<file path="src/rtl/sap1_pkg.sv">
// rtl/sap1_pkg.sv - shared opcodes, state enum and control word layout for the SAP-1 controller
package sap1_pkg;

    localparam logic [3:0] OP_LDA = 4'h0;
    localparam logic [3:0] OP_ADD = 4'h1;
    localparam logic [3:0] OP_SUB = 4'h2;
    localparam logic [3:0] OP_OUT = 4'hE;
    localparam logic [3:0] OP_HLT = 4'hF;

    typedef enum logic [2:0] {
        ST_T1,
        ST_T2,
        ST_T3,
        ST_T4,
        ST_T5,
        ST_T6,
        ST_HALT
    } state_e;

    // Field order matches the conventional SAP-1 control word, MSB first
    typedef struct packed {
        logic cp;
        logic ep;
        logic lm_bar;
        logic ce_bar;
        logic li_bar;
        logic ei_bar;
        logic la_bar;
        logic ea;
        logic su;
        logic eu;
        logic lb_bar;
        logic lo_bar;
    } control_word_t;

    // Every load/enable inactive: active-low strobes high, active-high ones low
    localparam control_word_t CW_IDLE = 12'b0011_1110_0011;

    // Map the one-hot ring plus halt flag onto a named state for decode
    function automatic state_e ring_to_state(input logic [5:0] ring, input logic halted);
        state_e s;
        s = ST_T1;
        if (halted)        s = ST_HALT;
        else if (ring[1])  s = ST_T2;
        else if (ring[2])  s = ST_T3;
        else if (ring[3])  s = ST_T4;
        else if (ring[4])  s = ST_T5;
        else if (ring[5])  s = ST_T6;
        return s;
    endfunction

endpackage

</file>
<file path="src/rtl/sap1_ring_counter.sv">
// rtl/sap1_ring_counter.sv - six-state one-hot ring counter stepping on the falling clock edge
module sap1_ring_counter (
    input  logic       clk,
    input  logic       clr,
    input  logic       hold,
    output logic [5:0] ring
);

    logic [5:0] ring_q;
    logic [5:0] ring_d;

    // Rotate T1->T6->T1 unless held by the halt logic
    always_comb begin
        ring_d = hold ? ring_q : {ring_q[4:0], ring_q[5]};
    end

    // Falling-edge state so datapath registers see stable controls on the rising edge
    always_ff @(negedge clk or posedge clr) begin
        if (clr) ring_q <= 6'b000001;
        else     ring_q <= ring_d;
    end

    assign ring = ring_q;

endmodule

</file>
<file path="src/rtl/sap1_controller_sequencer.sv">
// rtl/sap1_controller_sequencer.sv - SAP-1 control unit: ring counter, halt latch and control word decode
module sap1_controller_sequencer
    import sap1_pkg::*;
#(
    parameter int OPCODE_W = 4
) (
    input  logic                CLK,
    input  logic                CLR,
    input  logic [OPCODE_W-1:0] instr_in,
    output logic                Cp,
    output logic                Ep,
    output logic                Lm_bar,
    output logic                CE_bar,
    output logic                Li_bar,
    output logic                Ei_bar,
    output logic                La_bar,
    output logic                Ea,
    output logic                Su,
    output logic                Eu,
    output logic                Lb_bar,
    output logic                Lo_bar,
    output logic                hlt,
    output logic [5:0]          t_state
);

    logic [5:0]    ring;
    logic          hlt_q;
    logic          hlt_d;
    state_e        state;
    control_word_t cw;

    // HLT is recognised only on the edge leaving T3; once set it sticks until CLR
    always_comb begin
        hlt_d = hlt_q | (ring[2] & (instr_in == OPCODE_W'(OP_HLT)));
    end

    // Halt latch shares the ring's falling edge so it replaces the T3->T4 step
    always_ff @(negedge CLK or posedge CLR) begin
        if (CLR) hlt_q <= 1'b0;
        else     hlt_q <= hlt_d;
    end

    // Hold on hlt_d so the ring never advances on the edge that enters HALT
    sap1_ring_counter u_ring (
        .clk  (CLK),
        .clr  (CLR),
        .hold (hlt_d),
        .ring (ring)
    );

    assign state = ring_to_state(ring, hlt_q);

    // Control word decode; CLR and HALT both force the idle word
    always_comb begin
        cw = CW_IDLE;
        if (!CLR) begin
            unique case (state)
                ST_T1: begin
                    cw.ep     = 1'b1;
                    cw.lm_bar = 1'b0;
                end
                ST_T2: cw.cp = 1'b1;
                ST_T3: begin
                    cw.ce_bar = 1'b0;
                    cw.li_bar = 1'b0;
                end
                ST_T4: begin
                    if (instr_in == OPCODE_W'(OP_LDA) || instr_in == OPCODE_W'(OP_ADD) ||
                        instr_in == OPCODE_W'(OP_SUB)) begin
                        cw.lm_bar = 1'b0;
                        cw.ei_bar = 1'b0;
                    end else if (instr_in == OPCODE_W'(OP_OUT)) begin
                        cw.ea     = 1'b1;
                        cw.lo_bar = 1'b0;
                    end
                end
                ST_T5: begin
                    if (instr_in == OPCODE_W'(OP_LDA)) begin
                        cw.ce_bar = 1'b0;
                        cw.la_bar = 1'b0;
                    end else if (instr_in == OPCODE_W'(OP_ADD) || instr_in == OPCODE_W'(OP_SUB)) begin
                        cw.ce_bar = 1'b0;
                        cw.lb_bar = 1'b0;
                    end
                end
                ST_T6: begin
                    if (instr_in == OPCODE_W'(OP_ADD) || instr_in == OPCODE_W'(OP_SUB)) begin
                        cw.eu     = 1'b1;
                        cw.la_bar = 1'b0;
                        cw.su     = (instr_in == OPCODE_W'(OP_SUB));
                    end
                end
                default: cw = CW_IDLE;
            endcase
        end
    end

    assign Cp      = cw.cp;
    assign Ep      = cw.ep;
    assign Lm_bar  = cw.lm_bar;
    assign CE_bar  = cw.ce_bar;
    assign Li_bar  = cw.li_bar;
    assign Ei_bar  = cw.ei_bar;
    assign La_bar  = cw.la_bar;
    assign Ea      = cw.ea;
    assign Su      = cw.su;
    assign Eu      = cw.eu;
    assign Lb_bar  = cw.lb_bar;
    assign Lo_bar  = cw.lo_bar;
    assign hlt     = hlt_q;
    assign t_state = hlt_q ? 6'b000000 : ring;

endmodule

</file>
<file path="config.mk">
export PLATFORM = sky130hd
export DESIGN_NAME = sap1_controller_sequencer
export DESIGN_NICKNAME = d
export VERILOG_FILES = /design/src/rtl/sap1_pkg.sv /design/src/rtl/sap1_ring_counter.sv /design/src/rtl/sap1_controller_sequencer.sv
export SDC_FILE = /design/constraint.sdc
export NUM_CORES = 1
export LEC_CHECK = 0
export CAP_MARGIN = 15
export CORE_MARGIN = 4
export CORE_UTILIZATION = 39
export CTS_CLUSTER_SIZE = 28
export DETAILED_ROUTE_END_ITERATION = 6
export PLACE_DENSITY_LB_ADDON = 0.2
export SYNTH_ARGS = -nofsm -noshare
export SYNTH_HDL_FRONTEND = slang
export SYNTH_SLANG_ARGS = --single-unit
</file>
<file path="constraint.sdc">
create_clock -name CLK -period 1.8 [get_ports CLK]
set_input_delay 0.36 -clock CLK [delete_from_list [all_inputs] [get_ports CLK]]
set_output_delay 0.36 -clock CLK [all_outputs]
set_load 0.01 [all_outputs]
</file>
==> run_results.csv, run 1 <==
group,metric,value,unit
synth,ys.flop_type,"dfrtn_1",
synth,synth_edf_count,0,
cts,cts_hold_buf,0,
synth,synth-seq-cells,7,
cts,numClockSinks,7,
outcome,lastStage,"clock tree synthesis (4_1_cts)",
synth,ys_warn_count,0,
synth,syn-num-nets,65,
synth,syn-cell-area,527,sq um
place,dpl.hpwl,1450,um
outcome,status,"aborted with a tool error",
cts,cts_buffer_depth,2,
floorplanning,initial_core_util,0.444,
cts,cts_root_buffer,"clkbuf_4",
synth,ys_async_sr_fraction,1.00,
place,postPlaceCellArea,1030,sq um
cts,postCtsSetupRepairBufs,12,
place,port-buffer-count,24,
synth,synth_cells,59,
floorplanning,die-width,44.8,um
floorplanning,io_pins,25,
place,place_congestion,0.790,
synth,synth.avg_cell_area,8.93,sq um
outcome,toolErrorMsg,"[ERROR DPL-0038] Utilization greater than 100%, impossible to legalize",
synth,yosys.cell_types.count,31,
floorplanning,dieHeight,44.8,um
cts,cts_htree_levels,1,
cts,cts_resized,140,
synth,seq_area_frac_synth,0.335,
cts,cts_buffers,3,
floorplanning,fp-row-count,12,
==> cells by family after synthesis <==
family / after synthesis / synth area share
compound gates: 11 / 0.169
mux: 4 / 0.0855
simple gates: 31 / 0.354
flops: 7 / 0.335
buf+inv: 6 / 0.0570
==> per-stage QoR <==
stage                     TNS, ns  std cells  setup WS [ns]   util
after global placement     -23.08        119          -1.18  0.866
after detailed placement   -23.68        119          -1.21  0.866
after floorplan             -9.09         59         -0.742      -
==> cells in the mapped netlist, types with 2 or more instances <==
cell,count,area (sq um)
dfrtn_1,6,150
nor2b_1,6,37.5
nor4_1,3,18.8
mux2_1,4,45.0
inv_1,4,15.0
nand2b_1,4,25.0
nand2_1,5,18.8
nor2_1,3,11.3
a211oi_1,2,15.0
==> run 2: changes to the inputs <==
--- a/config.mk
+++ b/config.mk
@@ -6,11 +6,10 @@
 export NUM_CORES = 1
 export LEC_CHECK = 0
 export CAP_MARGIN = 15
-export CORE_MARGIN = 4
-export CORE_UTILIZATION = 39
-export CTS_CLUSTER_SIZE = 28
+export CORE_AREA = 4 4 65 67
 export DETAILED_ROUTE_END_ITERATION = 6
-export PLACE_DENSITY_LB_ADDON = 0.2
+export DIE_AREA = 0 0 69 71
+export PLACE_DENSITY_LB_ADDON = 0.15
 export SYNTH_ARGS = -nofsm -noshare
 export SYNTH_HDL_FRONTEND = slang
 export SYNTH_SLANG_ARGS = --single-unit
==> run 2 against run 1 <==
Net effect: the flow now finishes, with violations (setup timing); area after synthesis stayed put; synthesized cell count did not move.
==> run_results.csv, run 2 <==
group,metric,value,unit
outcome,status,"complete, but fails checks",
outcome,violations,"setup timing",
finish,area_growth,154,%
detailed_routing,routed_via_density,4.06,
pwr,p_leak,0.633,nW
detailed_routing,totalWireLength,2080,um
detailed_routing,initialDrtViolationCount,17,
finish,final_cell_mix,"buf_6, buf_4, buf_2, nor2b_4, dfrtn_1",
detailed_routing,topRoutingLayerUsed,"met4",
finish,instances_no_fill,171,
setup_path,crit_type,"flop to primary output",
floorplanning,core,3630,sq um
synth,synth_edf_count,0,
cts,cts_root_buffer,"clkbuf_8",
floorplanning,dieArea,4900,sq um
flow_run,maxCapViolations,0,
cts,cts_buffer_depth,2,
grt,grt_max_degree,9,
hold_path,hp-start,"u_ring.ring[5]",
detailed_routing,wl_met3,133,um
synth,syn-num-nets,65,
cts,cts_htree_levels,1,
synth,synth.avg_cell_area,8.93,sq um
cts,clk_transition_reported_paths,0.03,ns
sta,slew_headroom,0.827,
setup_path,cp.required,1.44,ns
detailed_routing,vias,695,
floorplanning,initial_core_util,0.145,
sta,tightest_slew,0.259,ns
detailed_routing,wl_per_cell,12.2,um
detailed_routing,wirelength_met1,839,um
finish,num-fill-cells,410,
setup_path,r2r_start,"hlt",
setup_path,cp-end-kind,"primary output",
pwr,p_per_area,1480,nW/um^2
finish,nets,130,
synth,ys.flop_type,"dfrtn_1",
finish,largest_reg_flops,6,
finish,final_common_cell,"buf_6",
synth,yosys.cell_types.count,31,
synth,ys_warn_count,0,
synth,synth_largest_area_cell,"dfrtn_1",
synth,ys_top_cells_by_area,"dfrtn_1, mux2_1, nor2b_1",
synth,yosys.area.top_type_share,0.285,
floorplanning,fp-row-count,22,
synth,synth-seq-cells,7,
grt,antenna_found_initial,0,
place,dp_cells,153,
detailed_routing,ant_nets,0,
sta,whs,0.598,ns
cts,numClockSinks,7,
floorplanning,dieHeight,71,um
finish,final_util,0.368,
setup_path,cp.arrival,2.50,ns
place,postPlaceCellArea,1070,sq um
setup_path,cp_max_fo,2,
grt,grt_pass1_vias,772,
synth,synth_commonest_cells,"dfrtn_1, nor2b_1, nand2_1",
setup_path,crit_start,"u_ring.ring[5]",
place,place_ws,-1.21,ns
sta,finalHoldViolCount,0,
sta,finalSetupTns,-16.90,ns
cts,clkLatencyLatePin,0.29,ns
grt,grt-ovfl-total,0,
grt,grt_usage,0.0900,
detailed_routing,dr_wl_met2,1080,um
sta,fin_ws,-1.06,ns
cts,cts_buffers,3,
finish,stdcell_area,1340,sq um
place,port-buffer-count,24,
floorplanning,die-width,69,um
grt,grt_pass1_wl,3590,um
synth,syn-cell-area,527,sq um
place,dpl.hpwl,1500,um
pwr,irDropWorstVdd,0.000733,V
detailed_routing,drc,0,
sta,drv_slew,0,
place,place_congestion,0.649,
cts,cts_tree,"built",
detailed_routing,first_pass_iters,2,
synth,seq_area_frac_synth,0.335,
pwr,total_power,1.98,mW
finish,diodes,0,
synth,ys_async_sr_fraction,1.00,
synth,synth_cells,59,
finish,drive_above_1_share,0.789,
sta,finClkSkew,0.0404,ns
floorplanning,io_pins,25,
sta,grt_setup_unrepaired,"true",
hold_path,worstHoldPathType,"flop to flop",
sta,setup_viol,24,
setup_path,start_kind,"flop",
[run 2: cell counts after synthesis]
Identical to the previous run, type by type.
[run 2: power breakdown]
group          switching [mW]  internal, mW  total [mW]
registers              0.0606         0.255       0.316
clock network          0.0795         0.151       0.231
logic                   0.558         0.878        1.44
total                   0.699          1.28        1.98
[run 2: per-layer routing]
metal  global-route usage  vias up
met2                0.160       21
met5                    0        -
met3               0.0313        3
met1               0.0992      329
met4               0.0325        0
li1                     -      342
[run 2: worst max-delay path, stage by stage, from the launching register on]
cell      delay [ns]
dfrtn_1         0.39
or3b_4          0.38
or2_4           0.27
a211oi_2        0.14
buf_2           0.16
[run 2: logic make-up (layout without fill, tap and decap cells)]
kind of cell	count (synthesis)	after routing	share of synthesized area
buffers and inverters	6	70	0.0570
and+or+nand+nor	31	31	0.354
muxes	4	4	0.0855
DFF	7	7	0.335
AOI/OAI and AO/OA	11	11	0.169
[run 2: worst paths after layout]
check                            endpoint  cells after the start  slack [ns]
max                                    Eu                      4       -1.06
min                        u_ring.ring[5]                      2        0.60
min in group asynchronous  u_ring.ring[4]                      5        1.20
max reg2reg                u_ring.ring[4]                      8           0
min reg2reg                u_ring.ring[5]                      2        0.60
max in group asynchronous  u_ring.ring[0]                      5        0.33
[run 2: timing repair]
item | 4_1_cts | 5_1_grt
hold buffers | 0 | 0
setup endpoints to repair | 27 | 25
pin swaps | 9 | 6
gates resized for setup | 135 | 13
buffers inserted | 13 | 8
[run 2: cell type report]
class,count,area (sq um),share of cell area
Timing Repair Buffer,62,544,0.407
Multi-Input combinational cell,46,495,0.371
Sequential cell,7,176,0.132
Tap cell,48,60.1,0.0449
Clock buffer,3,41.3,0.0309
Inverter,3,11.3,0.00843
Clock inverter,2,7.51,0.00562
(Power assumes the default switching activity.)
==> run 3: changes to the inputs <==
--- a/config.mk
+++ b/config.mk
@@ -6,9 +6,9 @@
 export NUM_CORES = 1
 export LEC_CHECK = 0
 export CAP_MARGIN = 15
-export CORE_AREA = 4 4 65 67
+export CORE_AREA = 2 2 63 65
 export DETAILED_ROUTE_END_ITERATION = 6
-export DIE_AREA = 0 0 69 71
+export DIE_AREA = 0 0 65 67
 export PLACE_DENSITY_LB_ADDON = 0.15
 export SYNTH_ARGS = -nofsm -noshare
 export SYNTH_HDL_FRONTEND = slang
==> run 3 against run 2 <==
Net effect: the flow still finishes with violations (setup timing); design area is 8.6% higher; register-to-register slack improved by 0.10 ns; wire length up 13%; critical endpoint unchanged; largest cell class unchanged.
==> run_results.csv, run 3 (synthesis gave the netlist of run 2 again) <==
group,metric,value,unit
pwr,p_clk_frac,0.104,
pwr,p_int,1.47,mW
finish,final_common_cell,"buf_6",
detailed_routing,first_pass_iters,4,
finish,largest_reg_flops,6,
hold_path,hp-start,"u_ring.ring[5]",
floorplanning,die-width,65,um
sta,fin_ws,-1.06,ns
cts,clkLatencyLatePin,0.30,ns
cts,cts_hold_buf,0,
sta,tightest_slew,0.329,ns
setup_path,r2r_start,"u_ring.ring[2]",
cts,cts_buffer_depth,2,
detailed_routing,initialDrtViolationCount,10,
sta,setup_viol,24,
detailed_routing,ant_nets,0,
detailed_routing,vias,754,
place,dpl.hpwl,1520,um
place,port-buffer-count,24,
floorplanning,dieArea,4360,sq um
hold_path,hold_depth,2,
floorplanning,fp-row-count,22,
floorplanning,dieHeight,67,um
grt,antenna_found_initial,0,
finish,stdcell_area,1450,sq um
finish,diodes,0,
flow_run,maxCapViolations,0,
detailed_routing,totalWireLength,2360,um
detailed_routing,drc,0,
setup_path,regToRegSetupSlack,0.10,ns
setup_path,cp-end-kind,"primary output",
pwr,p_per_area,1540,nW/um^2
place,postPlaceCellArea,1080,sq um
floorplanning,core,3610,sq um
outcome,violations,"setup timing",
sta,finalSetupTns,-16.39,ns
grt,grt_usage,0.116,
cts,cts_tree,"built",
floorplanning,io_pins,25,
hold_path,min_to,"u_ring.ring[5]",
sta,slew_headroom,0.780,
grt,grt_pass1_wl,3730,um
sta,finClkSkew,0.0464,ns
setup_path,crit_type,"flop to primary output",
setup_path,ff2ff_path_depth,8,
sta,drv_slew,0,
setup_path,cp.required,1.44,ns
floorplanning,initial_core_util,0.146,
setup_path,cp_max_fo,2,
detailed_routing,routed_via_density,4.14,
cts,numClockSinks,7,
setup_path,r2r-end,"u_ring.ring[5]",
sta,finalHoldViolCount,0,
pwr,sequentialPowerShare,0.146,
cts,clk_transition_reported_paths,0.03,ns
cts,cts_root_buffer,"clkbuf_8",
pwr,irDropWorstVdd,0.000717,V
cts,cts_buffers,3,
place,place_congestion,0.712,
detailed_routing,wl_per_cell,13.0,um
finish,final_cell_mix,"buf_6, buf_4, buf_2, nor2b_4, dfrtn_1",
sta,grt_setup_unrepaired,"true",
finish,num-fill-cells,379,
grt,grt_pass1_vias,801,
finish,nets,141,
finish,drive_above_1_share,0.806,
place,place_ws,-1.21,ns
finish,area_growth,176,%
sta,whs,0.607,ns
grt,grt-ovfl-total,0,
setup_path,cp.arrival,2.50,ns
outcome,status,"complete, but fails checks",
cts,cts_htree_levels,1,
pwr,switchingPower,0.757,mW
pwr,p_leak,0.685,nW
hold_path,worstHoldPathType,"flop to flop",
pwr,p_sw_frac,0.339,
pwr,pwr-share-comb,0.750,
grt,grt_max_degree,8,
setup_path,start_kind,"flop",
## run 3: worst max path at each step
| stage | endpoint | cells after the start | from |
|---|---|---|---|
| after floorplan | Su | 4 | u_ring.ring[3] |
| after global placement | Eu | 4 | u_ring.ring[5] |
| after detailed placement | Eu | 4 | u_ring.ring[5] |
| after CTS | Eu | 4 | u_ring.ring[5] |
| after global routing | Eu | 4 | u_ring.ring[5] |
| final | Eu | 4 | u_ring.ring[5] |
## run 3: metal layers
metal	vias up	wire length [um]	global-route usage
li1	361	-	-
met1	369	985	0.126
met2	20	1250	0.214
met3	4	101	0.0203
met4	0	27	0.0585
met5	-	0	0
## run 3: metrics by stage
| step | instances | power (mW) | util |
|---|---|---|---|
| final | 182 | 2.23 | 0.402 |
| after global routing | 182 | 2.38 | 0.402 |
| after CTS | 175 | 2.03 | 0.376 |
| after detailed placement | 154 | 1.24 | 0.299 |
| after global placement | 154 | 1.24 | 0.299 |
| after floorplan | 59 | 0.797 | - |
## run 3: timing repair
item,4_1_cts,5_1_grt
setup buffers,17,10
pin swaps,13,9
endpoints found under the setup margin,26,26
gates resized for setup,136,17
## run 3: critical path, cell delays in order (launching register included)
cell and delay [ns]:
dfrtn_1 0.40, or3b_4 0.40, or2_4 0.27, a211oi_2 0.13, buf_2 0.16
## run 3: area by class of cell
cell class | instances | area (sq um) | share of cell area
repair buffers | 73 | 672 | 0.463
multi-input cells | 46 | 483 | 0.333
flip-flops and latches | 7 | 176 | 0.122
well taps | 48 | 60.1 | 0.0414
clock buffers | 3 | 41.3 | 0.0284
inverters | 3 | 11.3 | 0.00776
clock inverters | 2 | 7.51 | 0.00517
## run 3: power by group through the flow
stage | registers [mW] | clock network, mW | logic [mW]
final | 0.327 | 0.232 | 1.67
after global routing | 0.343 | 0.252 | 1.78
after CTS | 0.319 | 0.239 | 1.47
after detailed placement | 0.311 | 0.00695 | 0.917
after global placement | 0.311 | 0.00695 | 0.919
after floorplan | 0.336 | 0.00695 | 0.454
==> run 4: changes to the inputs <==
--- a/config.mk
+++ b/config.mk
@@ -9,6 +9,7 @@
 export CORE_AREA = 2 2 63 65
 export DETAILED_ROUTE_END_ITERATION = 6
 export DIE_AREA = 0 0 65 67
+export HOLD_SLACK_MARGIN = 0.15
 export PLACE_DENSITY_LB_ADDON = 0.15
 export SYNTH_ARGS = -nofsm -noshare
 export SYNTH_HDL_FRONTEND = slang
==> results of run 4 <==
Same layout as run 3: the final DEF is identical, and so are final timing and power.
